## src/rtl/lpm_pkg.sv

```systemverilog
// Shared types and constants for the longest-prefix-match trie walker.
// The key byte helper picks the 8-bit stride slice that indexes the table at a given depth.
package lpm_pkg;

  typedef enum logic [1:0] {
    IDLE,
    ISSUE,
    WAIT,
    DONE
  } lpmState_t;

  localparam int          LPM_STRIDE   = 8;
  localparam int          LPM_LEAF_BIT = 31;
  localparam logic [31:0] LPM_MISS     = 32'hFFFF_FFFF;

  // Level 0 uses the most significant byte of the key.
  function automatic logic [7:0] keyByte(input logic [31:0] key, input logic [1:0] level);
    logic [7:0] b;
    case (level)
      2'd0:    b = key[31:24];
      2'd1:    b = key[23:16];
      2'd2:    b = key[15:8];
      default: b = key[7:0];
    endcase
    return b;
  endfunction

endpackage

```

## src/rtl/lpm_walker.sv

```systemverilog
// Longest-prefix-match engine: walks an 8-bit-stride multibit trie in external memory,
// one read per level, one lookup in flight, and holds the route until the client accepts it.
module lpm_walker
  import lpm_pkg::*;
#(
  parameter logic [31:0] ROOT_ADDR  = 32'h0,
  parameter int          MAX_LEVELS = 4
) (
  input  logic        CLK,
  input  logic        RST,
  input  logic        enter__ENA,
  input  logic [31:0] enter_key,
  output logic        enter__RDY,
  output logic [31:0] resultValue,
  output logic [2:0]  resultLevels,
  output logic        resultValue__RDY,
  input  logic        resultAccept__ENA,
  output logic        resultAccept__RDY,
  output logic        mem_req__ENA,
  output logic [31:0] mem_req_v,
  input  logic        mem_req__RDY,
  output logic        mem_resAccept__ENA,
  input  logic        mem_resAccept__RDY,
  input  logic [31:0] mem_resValue,
  input  logic        mem_resValue__RDY
);

  lpmState_t   stateReg, stateNext;
  logic [31:0] keyReg, keyNext;
  logic [31:0] ptrReg, ptrNext;
  logic [2:0]  levelReg, levelNext;
  logic [31:0] resultReg, resultNext;
  logic [2:0]  levelInc;
  logic        resTake;

  assign levelInc = levelReg + 3'd1;
  assign resTake  = (stateReg == WAIT) && mem_resValue__RDY && mem_resAccept__RDY;

  // Address is live from the registers, so it stays stable while the server stalls the request.
  assign mem_req_v          = ptrReg + {24'b0, keyByte(keyReg, levelReg[1:0])};
  assign mem_req__ENA       = (stateReg == ISSUE) && mem_req__RDY;
  assign mem_resAccept__ENA = resTake;
  assign enter__RDY         = (stateReg == IDLE);
  assign resultValue__RDY   = (stateReg == DONE);
  assign resultAccept__RDY  = (stateReg == DONE);
  assign resultValue        = resultReg;
  assign resultLevels       = levelReg;

  always_ff @(posedge CLK or posedge RST) begin
    if (RST) begin
      stateReg  <= IDLE;
      keyReg    <= 32'h0;
      ptrReg    <= ROOT_ADDR;
      levelReg  <= 3'd0;
      resultReg <= 32'h0;
    end else begin
      stateReg  <= stateNext;
      keyReg    <= keyNext;
      ptrReg    <= ptrNext;
      levelReg  <= levelNext;
      resultReg <= resultNext;
    end
  end

  always_comb begin
    stateNext  = stateReg;
    keyNext    = keyReg;
    ptrNext    = ptrReg;
    levelNext  = levelReg;
    resultNext = resultReg;
    case (stateReg)
      IDLE: begin
        if (enter__ENA) begin
          keyNext   = enter_key;
          ptrNext   = ROOT_ADDR;
          levelNext = 3'd0;
          stateNext = ISSUE;
        end
      end
      ISSUE: begin
        if (mem_req__RDY) stateNext = WAIT;
      end
      WAIT: begin
        if (resTake) begin
          levelNext = levelInc;
          if (mem_resValue[LPM_LEAF_BIT]) begin
            resultNext = {1'b0, mem_resValue[30:0]};
            stateNext  = DONE;
          end else if (levelInc == 3'(MAX_LEVELS)) begin
            // Depth exhausted without reaching a leaf: report a miss.
            resultNext = LPM_MISS;
            stateNext  = DONE;
          end else begin
            ptrNext   = {1'b0, mem_resValue[30:0]};
            stateNext = ISSUE;
          end
        end
      end
      DONE: begin
        if (resultAccept__ENA) stateNext = IDLE;
      end
      default: stateNext = IDLE;
    endcase
  end

endmodule

```

## config.mk

```make
export PLATFORM = sky130hd
export DESIGN_NAME = lpm_walker
export DESIGN_NICKNAME = d
export VERILOG_FILES = /design/src/rtl/lpm_pkg.sv /design/src/rtl/lpm_walker.sv
export SDC_FILE = /design/constraint.sdc
export NUM_CORES = 1
export LEC_CHECK = 0
export ABC_AREA = 1
export BUFFER_PORTS_ARGS = -buffer_cell sky130_fd_sc_hd__buf_2
export CAP_MARGIN = 10
export CORE_ASPECT_RATIO = 0.6
export CORE_UTILIZATION = 43
export CTS_CLUSTER_DIAMETER = 80
export DETAILED_ROUTE_END_ITERATION = 12
export HOLD_SLACK_MARGIN = 0.12
export PLACE_DENSITY = 0.69
export RECOVER_POWER = 100
export SKIP_CTS_REPAIR_TIMING = 1
export SLEW_MARGIN = 10
export SYNTH_ARGS = -nofsm -noshare
export SYNTH_HDL_FRONTEND = slang
export SYNTH_SLANG_ARGS = --single-unit
```

## constraint.sdc

```tcl
create_clock -name CLK -period 3.5 [get_ports CLK]
set_input_delay 0.7 -clock CLK [delete_from_list [all_inputs] [get_ports CLK]]
set_output_delay 0.7 -clock CLK [all_outputs]
set_load 0.02 [all_outputs]
```

==> results of run 1 <==
## worst register-to-register path, cell delays in order (launching register included)
cell and delay [ns]:
dfrtp_1 0.41, inv_1 0.11, nor2_2 0.08, clkbuf_1 1.05, nand2_1 0.31, nand2_4 0.50, nand2_1 0.17, o21ai_0 0.12
## synth_stat cells (all sizes together)
cell,instances
a32oi,7
dfrtp,100
nand4,5
nor3b,3
clkbuf,15
ha,13
o21ai,68
xor2,11
nand2,259
nand3b,4
xnor2,1
a22o,1
a21oi,21
or2,1
o22ai,2
o31ai,1
fa,1
a21o,1
inv,67
buf,16
nand3,36
nor2,71
nor3,6
mux2,23
## per-layer routing
layer	GRT usage	wire (µm)	vias to the layer above
met3	0.06482	1466	23
met5	0	0	-
met4	0.03500	242	0
met1	0.4117	8491	2544
met2	0.2856	6218	219
li1	-	-	2645
## flip-flops by register name, summed over array words and instances (netlist names)
name and flops:
keyReg 32, resultValue 32, ptrReg 31, resultLevels 3, stateReg 2
## logic make-up after synthesis
| family | count (synthesis) |
|---|---|
| DFF | 100 |
| muxes | 23 |
| buffers and inverters | 98 |
| and+or+nand+nor | 385 |
| AOI/OAI and AO/OA | 101 |
| adders and majority gates | 14 |
| xor gates and xnor gates | 12 |
## power breakdown
part | total, mW | switching (mW) | internal (mW)
clock | 1.00 | 0.499 | 0.506
sequential | 2.28 | 0.577 | 1.71
combinational | 4.43 | 2.62 | 1.81
## metrics by stage
step | TNS [ns] | cell area (µm²) | worst slack, ns | total power [mW]
2_1_floorplan | 0 | 5712 | 0.02179 | 4.563
3_3_place_gp | 0 | 6548 | 0.1872 | 5.654
3_5_place_dp | 0 | 6548 | 0.06175 | 5.699
4_1_cts | -4.646 | 6852 | -0.3049 | 6.732
5_1_grt | -2.267 | 7368 | -0.1609 | 8.228
6_report | -0.1102 | 7368 | -0.05512 | 7.718
## worst max-delay path by stage
stage                    startpoint       endpoint  slack, ns
floorplan           resultLevels[0]  mem_req_v[12]       0.02
global placement    resultLevels[0]  mem_req_v[12]       0.19
detailed placement  resultLevels[1]  mem_req_v[12]       0.06
CTS                 resultLevels[1]  mem_req_v[12]      -0.30
global route        resultLevels[0]   mem_req_v[9]      -0.16
finish              resultLevels[0]   mem_req_v[9]      -0.06
## cell type report
class	instances	area [µm²]	area share
clock inverters	7	78.83	0.01070
flip-flops and latches	100	2504	0.3398
clock buffers	9	225.2	0.03057
multi-input cells	535	3115	0.4228
repair buffers	172	979.7	0.1330
well taps	170	212.7	0.02887
inverters	67	252.7	0.03430
==> results.yml, run 1 <==
status:
  status: "finished with violations"
  violations: "capacitance limit, slew limit, setup timing"
sta:
  period_share: 1.016
  finalHoldViolations: 0
  slew_headroom: -0.5448
  fmax_ghz: 0.2813
  grt_setup_unrepaired: "yes"
  finalSetupViolCount: 6
  post-route-min-period_ns: 3.555
  report.final.slew_viol_count: 96
  setup_slack_ns: -0.05512
  finalHoldWorstSlack_ns: 0.4898
  tightestPinTransition_ns: 2.305
  skew_ns: 0.01004
worst_setup_path:
  critical_path_arrival_ns: 2.86
  path_buf_inv: 4
  timing.rr.start: "stateReg[1]"
  ff2ff_path_depth: 7
  path_delay_family: "buffers and inverters"
  reg2reg_slack_ns: 0.67
  critPathSlowestCell: "dfrtp_1"
  worst_setup_path_start_kind: "register"
  worst_ep_required_time_ns: 2.80
  reg2reg_to: "ptrReg[17]"
  path_max_fanout: 7
  path_cells: "buf_4, ha_4, buf_6, a22o_1, o22ai_2, inv_2, ha_4, nand2_1, nand2_1, nand3_2, nand2_4, nand2_2, nand2_2, xor2_1, buf_4"
  critPathMaxStageDelay_ns: 0.43
  cp.depth: 15
  crit_type: "register to output pin"
  crit_path_end_kind: "output pin"
layout:
  n_antenna_cell: 0
  syn_to_final_growth_pct: 29.00
  post-route-util: 0.5715
  final_cell_mix: "nand2_1, dfrtp_1, buf_2"
  instances_no_fill: 1060
  final_common_cell: "nand2_1"
  final_layout_size_suffix_gt1_frac: 0.3000
  layout.nets: 970
  fillers: 1240
yosys:
  post-synth-top-area-fraction: 0.4381
  synth-adder-area-share: 0.03198
  yosys-top-cells-area: "dfrtp_1, nand2_1, nor2_1"
  synth_top_family_by_area: "simple AND/OR/NAND/NOR gates"
  yosys_warnings: 0
  syn_area_per_cell_um2: 7.792
  synth_seq_cells: 100
  synthesis.nets: 818
  synth_compound_area_frac: 0.1148
  synth_area_leader_cell: "dfrtp_1"
  muxShareOfSynthArea: 0.04535
  synthSimpleGateAreaFrac: 0.2745
  syn_inst: 733
  ys_seq_area_frac: 0.4381
  netlist_area_um2: 5712
  netlist-cell-type-count: 33
  synthXorXnorAreaFrac: 0.01840
grt:
  grt_overflow_total: 0
  grt_max_degree: 65
  grt_pass1_wl_um: 25140
  antenna_found_initial: 0
  grt_use_total: 0.2396
  grt_pass1_vias: 4718
hold_path:
  whs_path_depth: 2
  holdPathEnd: "resultValue[26]"
  holdCritStartpoint: "resultValue[26]"
  hold_class: "register to register"
power:
  vdd_ir_drop_max_uv: 402.3
  p_per_area_nw_per_um2: 1048
  leakage_nw: 3.576
run:
  maxCapViolations: 2
detailed_routing:
  drt-pass1-iter-count: 5
  drc: 0
  wl_um: 16420
  avgRoutedWirePerCell_um: 15.49
  vias: 5431
  drt-initial-drc-count: 329
  antenna_left: 0
  viasPerCell: 5.124
floorplan:
  row_count: 32
  dieHeight_um: 91.28
  core_um2: 12890
  io_pins: 143
  die_w_um: 150.8
  initial_utilization: 0.4430
  dieArea_um2: 13760
placed_design:
  dpl.cell_count: 1027
  place_congestion: 0.9199
  portBuffers: 142
  dp_hpwl_um: 11840
clock_tree:
  cts_tree: "yes"
  clkSinkCount: 100
  clockRootBuffer: "clkbuf_16"
  cts_made_buffers: 9
  cts_buffer_depth: 2
  cts.htree.levels: 3
  cts.clk_slew.worst_paths_ns: 0.07
  clk_latency_ns: 0.36
No activity file was read; power rests on OpenSTA's default activity.
==> run 2, diff against run 1 <==
--- a/config.mk
+++ b/config.mk
@@ -14,7 +14,6 @@
 export DETAILED_ROUTE_END_ITERATION = 12
 export HOLD_SLACK_MARGIN = 0.12
 export PLACE_DENSITY = 0.69
-export RECOVER_POWER = 100
 export SKIP_CTS_REPAIR_TIMING = 1
 export SLEW_MARGIN = 10
 export SYNTH_ARGS = -nofsm -noshare
==> run 2 against run 1 <==
  * Clock skew about the same
  * Worst setup slack about the same
  * Total power up 3.0%
  * Non-clock buffer count unchanged
  * Via count down 0.94%
  * The run ends with setup timing left
  * Highest routed layer unchanged
==> results.yml, run 2 (synthesis results as in run 1) <==
sta:
  slew_headroom: 0.3582
  finalHoldViolations: 0
  post-route-min-period_ns: 3.555
  finalSetupViolCount: 5
  tightestPinTransition_ns: 0.9593
  fmax_ghz: 0.2813
  setup_slack_ns: -0.05501
  skew_ns: 0.01054
  grt_setup_unrepaired: "yes"
  period_share: 1.016
  report.final.slew_viol_count: 0
  finalSetupTns_ns: -0.09776
power:
  p_per_area_nw_per_um2: 1050
  p_switching_mw: 3.783
  pwr-share-comb: 0.586
  p_total_mw: 7.952
  p_clk_frac: 0.127
  vdd_ir_drop_max_uv: 454.6
  power_frac_seq: 0.287
  leakage_nw: 3.797
  switching_share: 0.4758
  internal_power_mw: 4.168
layout:
  n_antenna_cell: 0
  stdcell_area_um2: 7574
  syn_to_final_growth_pct: 32.60
  final_cell_mix: "nand2_1, buf_2, dfrtp_1"
  final_layout_size_suffix_gt1_frac: 0.3910
  multi_input_area_um2: 3242
  final_common_cell: "nand2_1"
  layout.nets: 970
  fillers: 1179
  seqCellArea_um2: 2504
grt:
  antenna_found_initial: 0
  grt_pass1_vias: 4718
  met2_usage: 0.2856
  grt-busiest-layer: "met1"
  grt_util_met3: 0.06482
  grt_max_degree: 65
  grt_use_total: 0.2396
  grt_pass1_wl_um: 25140
  grt_overflow_total: 0
  met1_usage: 0.4117
floorplan:
  dieHeight_um: 91.28
  initial_utilization: 0.4430
  die_w_um: 150.8
  io_pins: 143
  dieArea_um2: 13760
  core_um2: 12890
  row_count: 32
status:
  violations: "setup timing"
  status: "finished with violations"
placed_design:
  dpl_worst_slack_ns: 0.06175
  place_congestion: 0.9199
  dp_hpwl_um: 11840
  placedInstanceArea_um2: 6548
  portBuffers: 142
worst_setup_path:
  path_max_fanout: 7
  worst_setup_path_start_kind: "register"
  crit_type: "register to output pin"
  worst_ep_required_time_ns: 2.80
  crit_start: "resultLevels[0]"
  timing.rr.start: "resultLevels[0]"
  critical_path_arrival_ns: 2.86
  crit_path_end_kind: "output pin"
clock_tree:
  cts.clk_slew.worst_paths_ns: 0.08
  cts_buffer_depth: 2
  clk_latency_ns: 0.36
  clkSinkCount: 100
  clockRootBuffer: "clkbuf_16"
  cts.htree.levels: 3
  cts_tree: "yes"
  cts_made_buffers: 9
detailed_routing:
  vias: 5380
  avgRoutedWirePerCell_um: 15.52
  antenna_left: 0
  drt-initial-drc-count: 360
  viasPerCell: 5.075
  drc: 0
  drt-pass1-iter-count: 4
  wl_um: 16450
run:
  maxCapViolations: 0
hold_path:
  hold_class: "input pin to asynchronous set/reset pin"
run 2: cell types whose count changed in the layout (fill, tap and decap cells not counted), moves of 3 or more:
cell,before,now
o21ai_2,1,31
o21ai_1,1,4
buf_4,28,35
o21ai_0,66,33
clkbuf_1,48,0
buf_2,75,121
clkbuf_2,5,0
run 2: critical path, cell delays in order, from the launching register on:
cell	delay (ns)
dfrtp_1	0.43
buf_4	0.16
ha_4	0.16
buf_6	0.13
a22o_1	0.20
o22ai_2	0.18
inv_2	0.07
ha_4	0.28
nand2_1	0.05
nand2_1	0.09
nand3_2	0.09
nand2_4	0.11
nand2_2	0.06
nand2_2	0.10
xor2_1	0.20
buf_4	0.18
run 2: stage by stage:
| step | utilization | std cells | hold WS [ns] |
|---|---|---|---|
| 3_5_place_dp | 0.5079 | 1027 | 0.4750 |
| 3_3_place_gp | 0.5079 | 1027 | 0.4613 |
| 4_1_cts | 0.5314 | 1043 | 0.4547 |
| 5_1_grt | 0.5874 | 1060 | 0.4917 |
| 6_report | 0.5874 | 1060 | 0.4327 |
| 2_1_floorplan | - | 733 | 0.4616 |
run 2: path summary, 6_finish.rpt:
kind	slack (ns)	cells past startpoint	to
worst max-delay path	-0.06	15	mem_req_v[9]
worst min-delay path	0.43	2	stateReg[1]
worst max register to register	1.22	9	ptrReg[17]
worst min register to register	0.49	2	resultValue[26]
max in group asynchronous	2.36	3	ptrReg[22]
min in group CLK	0.49	2	resultValue[26]
run 2: layer usage:
metal / up-vias / share of wire
met2: 221 / 0.38
met4: 0 / 0.014
li1: 2640 / -
met5: - / 0
met3: 20 / 0.10
met1: 2499 / 0.51
run 2: layout make-up:
cell class,instances,area share
tap,170,0.02809
clock inverter,7,0.01041
timing repair buffer,172,0.1396
clock buffer,9,0.02974
inverter,67,0.03354
sequential,100,0.3306
multi-input combinational,535,0.4281
run 2: power groups by stage:
| stage | Clock, mW | Sequential, mW | Combinational [mW] |
|---|---|---|---|
| floorplan | 0 | 2.26 | 2.30 |
| global placement | 0 | 2.23 | 3.42 |
| detailed placement | 0 | 2.22 | 3.48 |
| CTS | 1.03 | 2.22 | 3.48 |
| global route | 1.07 | 2.34 | 5.05 |
| finish | 1.01 | 2.28 | 4.66 |
==> run 3, diff against run 2 <==
--- a/config.mk
+++ b/config.mk
@@ -13,7 +13,7 @@
 export CTS_CLUSTER_DIAMETER = 80
 export DETAILED_ROUTE_END_ITERATION = 12
 export HOLD_SLACK_MARGIN = 0.12
-export PLACE_DENSITY = 0.69
+export PLACE_DENSITY = 0.67
 export SKIP_CTS_REPAIR_TIMING = 1
 export SLEW_MARGIN = 10
 export SYNTH_ARGS = -nofsm -noshare
==> constraint.sdc (replaced) <==
create_clock -name CLK -period 4.5 [get_ports CLK]
set_input_delay 0.9 -clock CLK [delete_from_list [all_inputs] [get_ports CLK]]
set_output_delay 0.9 -clock CLK [all_outputs]
set_load 0.02 [all_outputs]
==> run 3 against run 2 <==
  * The run now ends clean
  * Non-clock buffer count decreased by 25
  * Clock-buffer cell count did not move
  * Cell area shrank 10%
  * Clock power is 21% lower
  * Register-to-register slack better by 1.0 ns
  * Utilization is 5.9 points lower
==> results.yml, run 3 (synthesis results as in run 1) <==
grt:
  grt-busiest-layer: "met1"
  grt_max_degree: 65
  antenna_found_initial: 0
  grt_pass1_vias: 4827
  grt_pass1_wl_um: 24830
  grt_overflow_total: 0
  met1_usage: 0.3956
  met2_usage: 0.2875
  grt_use_total: 0.2330
  grt_util_met3: 0.05477
clock_tree:
  clockRootBuffer: "clkbuf_16"
  clkSinkCount: 100
  clk_latency_ns: 0.35
  cts_tree: "yes"
  cts.clk_slew.worst_paths_ns: 0.09
  cts_buffer_depth: 2
  cts_made_buffers: 9
  cts.htree.levels: 3
worst_setup_path:
  path_max_fanout: 8
  critPathSlowestCell: "dfrtp_1"
  crit_type: "register to output pin"
  worst_setup_path_start_kind: "register"
  worst_ep_required_time_ns: 3.60
  path_delay_family: "adder cells"
  path_cells: "inv_1, ha_2, nand2_1, a32oi_1, ha_1, inv_1, fa_1, inv_1, nand3_1, nand3_1, nand3_1, nand2_1, nand3_1, nand2_1, buf_2"
  crit_path_end_kind: "output pin"
  critical_path_arrival_ns: 3.25
  reg2reg_slack_ns: 2.24
  cp_common_cell: "nand3_1"
  critPathMaxStageDelay_ns: 0.44
  path_buf_inv: 4
power:
  p_per_area_nw_per_um2: 761.6
  vdd_ir_drop_max_uv: 358.8
  leakage_nw: 3.593
sta:
  report.final.slew_viol_count: 0
  period_share: 0.9227
  slew_headroom: 0.3696
  skew_ns: 0.01246
  finalSetupTns_ns: 0
  finalHoldViolations: 0
  setup_slack_ns: 0.3481
  post-route-min-period_ns: 4.152
  fmax_ghz: 0.2409
  finalSetupViolCount: 0
  finalHoldWorstSlack_ns: 0.4887
  grt_setup_unrepaired: "no"
  tightestPinTransition_ns: 0.9422
floorplan:
  initial_utilization: 0.4430
  core_um2: 12890
  die_w_um: 150.8
  dieHeight_um: 91.28
  io_pins: 143
  row_count: 32
  dieArea_um2: 13760
detailed_routing:
  drt-pass1-iter-count: 5
  drt-initial-drc-count: 306
  antenna_left: 0
  wl_um: 14900
  vias: 5106
  avgRoutedWirePerCell_um: 14.39
  viasPerCell: 4.933
  drc: 0
layout:
  post-route-util: 0.5287
  stdcell_area_um2: 6817
  fillers: 1299
  final_common_cell: "nand2_1"
  layout.nets: 945
  seqCellArea_um2: 2502
  multi_input_area_um2: 2780
  final_cell_mix: "nand2_1, buf_2, dfrtp_1"
  final_layout_size_suffix_gt1_frac: 0.2659
  syn_to_final_growth_pct: 19.34
  n_antenna_cell: 0
hold_path:
  hold_class: "register to register"
placed_design:
  portBuffers: 142
  placedInstanceArea_um2: 6487
  place_congestion: 0.8733
  dpl_worst_slack_ns: 0.6602
  dp_hpwl_um: 11620
run:
  maxCapViolations: 0
status:
  status: "complete, no violations"
run 3: cell count changes in the layout (fill, tap and decap cells not counted), sizes merged:
cell	change
clkinvlp	-2
inv	+2
buf	-25
run 3: worst reg2reg max path, cell delays in order (launching register included):
cell	delay, ns
dfrtp_1	0.52
nor2_1	0.12
nand2_2	0.07
buf_4	0.40
nand2_2	0.18
nand2_4	0.61
nand2_1	0.20
o21ai_2	0.09
run 3: metrics by stage:
stage               power, mW  cells
floorplan               3.549    733
global placement        4.377   1019
detailed placement      4.386   1019
CTS                     5.209   1035
global route            5.591   1035
finish                  5.191   1035
run 3: routing by layer:
metal,vias to the layer above,wire (µm)
met1,2333,8375
met2,176,5239
met3,4,1222
met4,0,60
li1,2593,-
met5,-,0
run 3: final timing paths:
kind	startpoint	endpoint	cells past startpoint
worst min-delay path	resultValue[29]	resultValue[29]	2
min in group asynchronous	RST	resultValue[3]	2
worst max-delay path	resultLevels[0]	mem_req_v[20]	15
max in group asynchronous	RST	keyReg[2]	3
worst max register to register	stateReg[0]	ptrReg[20]	7
worst min register to register	resultValue[29]	resultValue[29]	2
run 3: where the power goes:
| part | internal (mW) | leakage [nW] | total [mW] | switching (mW) |
|---|---|---|---|---|
| Clock | 0.405 | 0.154 | 0.798 | 0.393 |
| Sequential | 1.33 | 1.25 | 1.73 | 0.404 |
| Combinational | 0.946 | 2.19 | 2.66 | 1.72 |
run 3: final cells by class:
cell class                 instances  area share
sequential                       100      0.3671
timing repair buffer             147      0.1098
multi-input combinational        535      0.4079
tap                              170     0.03120
inverter                          67     0.03726
clock inverter                     7     0.01377
clock buffer                       9     0.03304
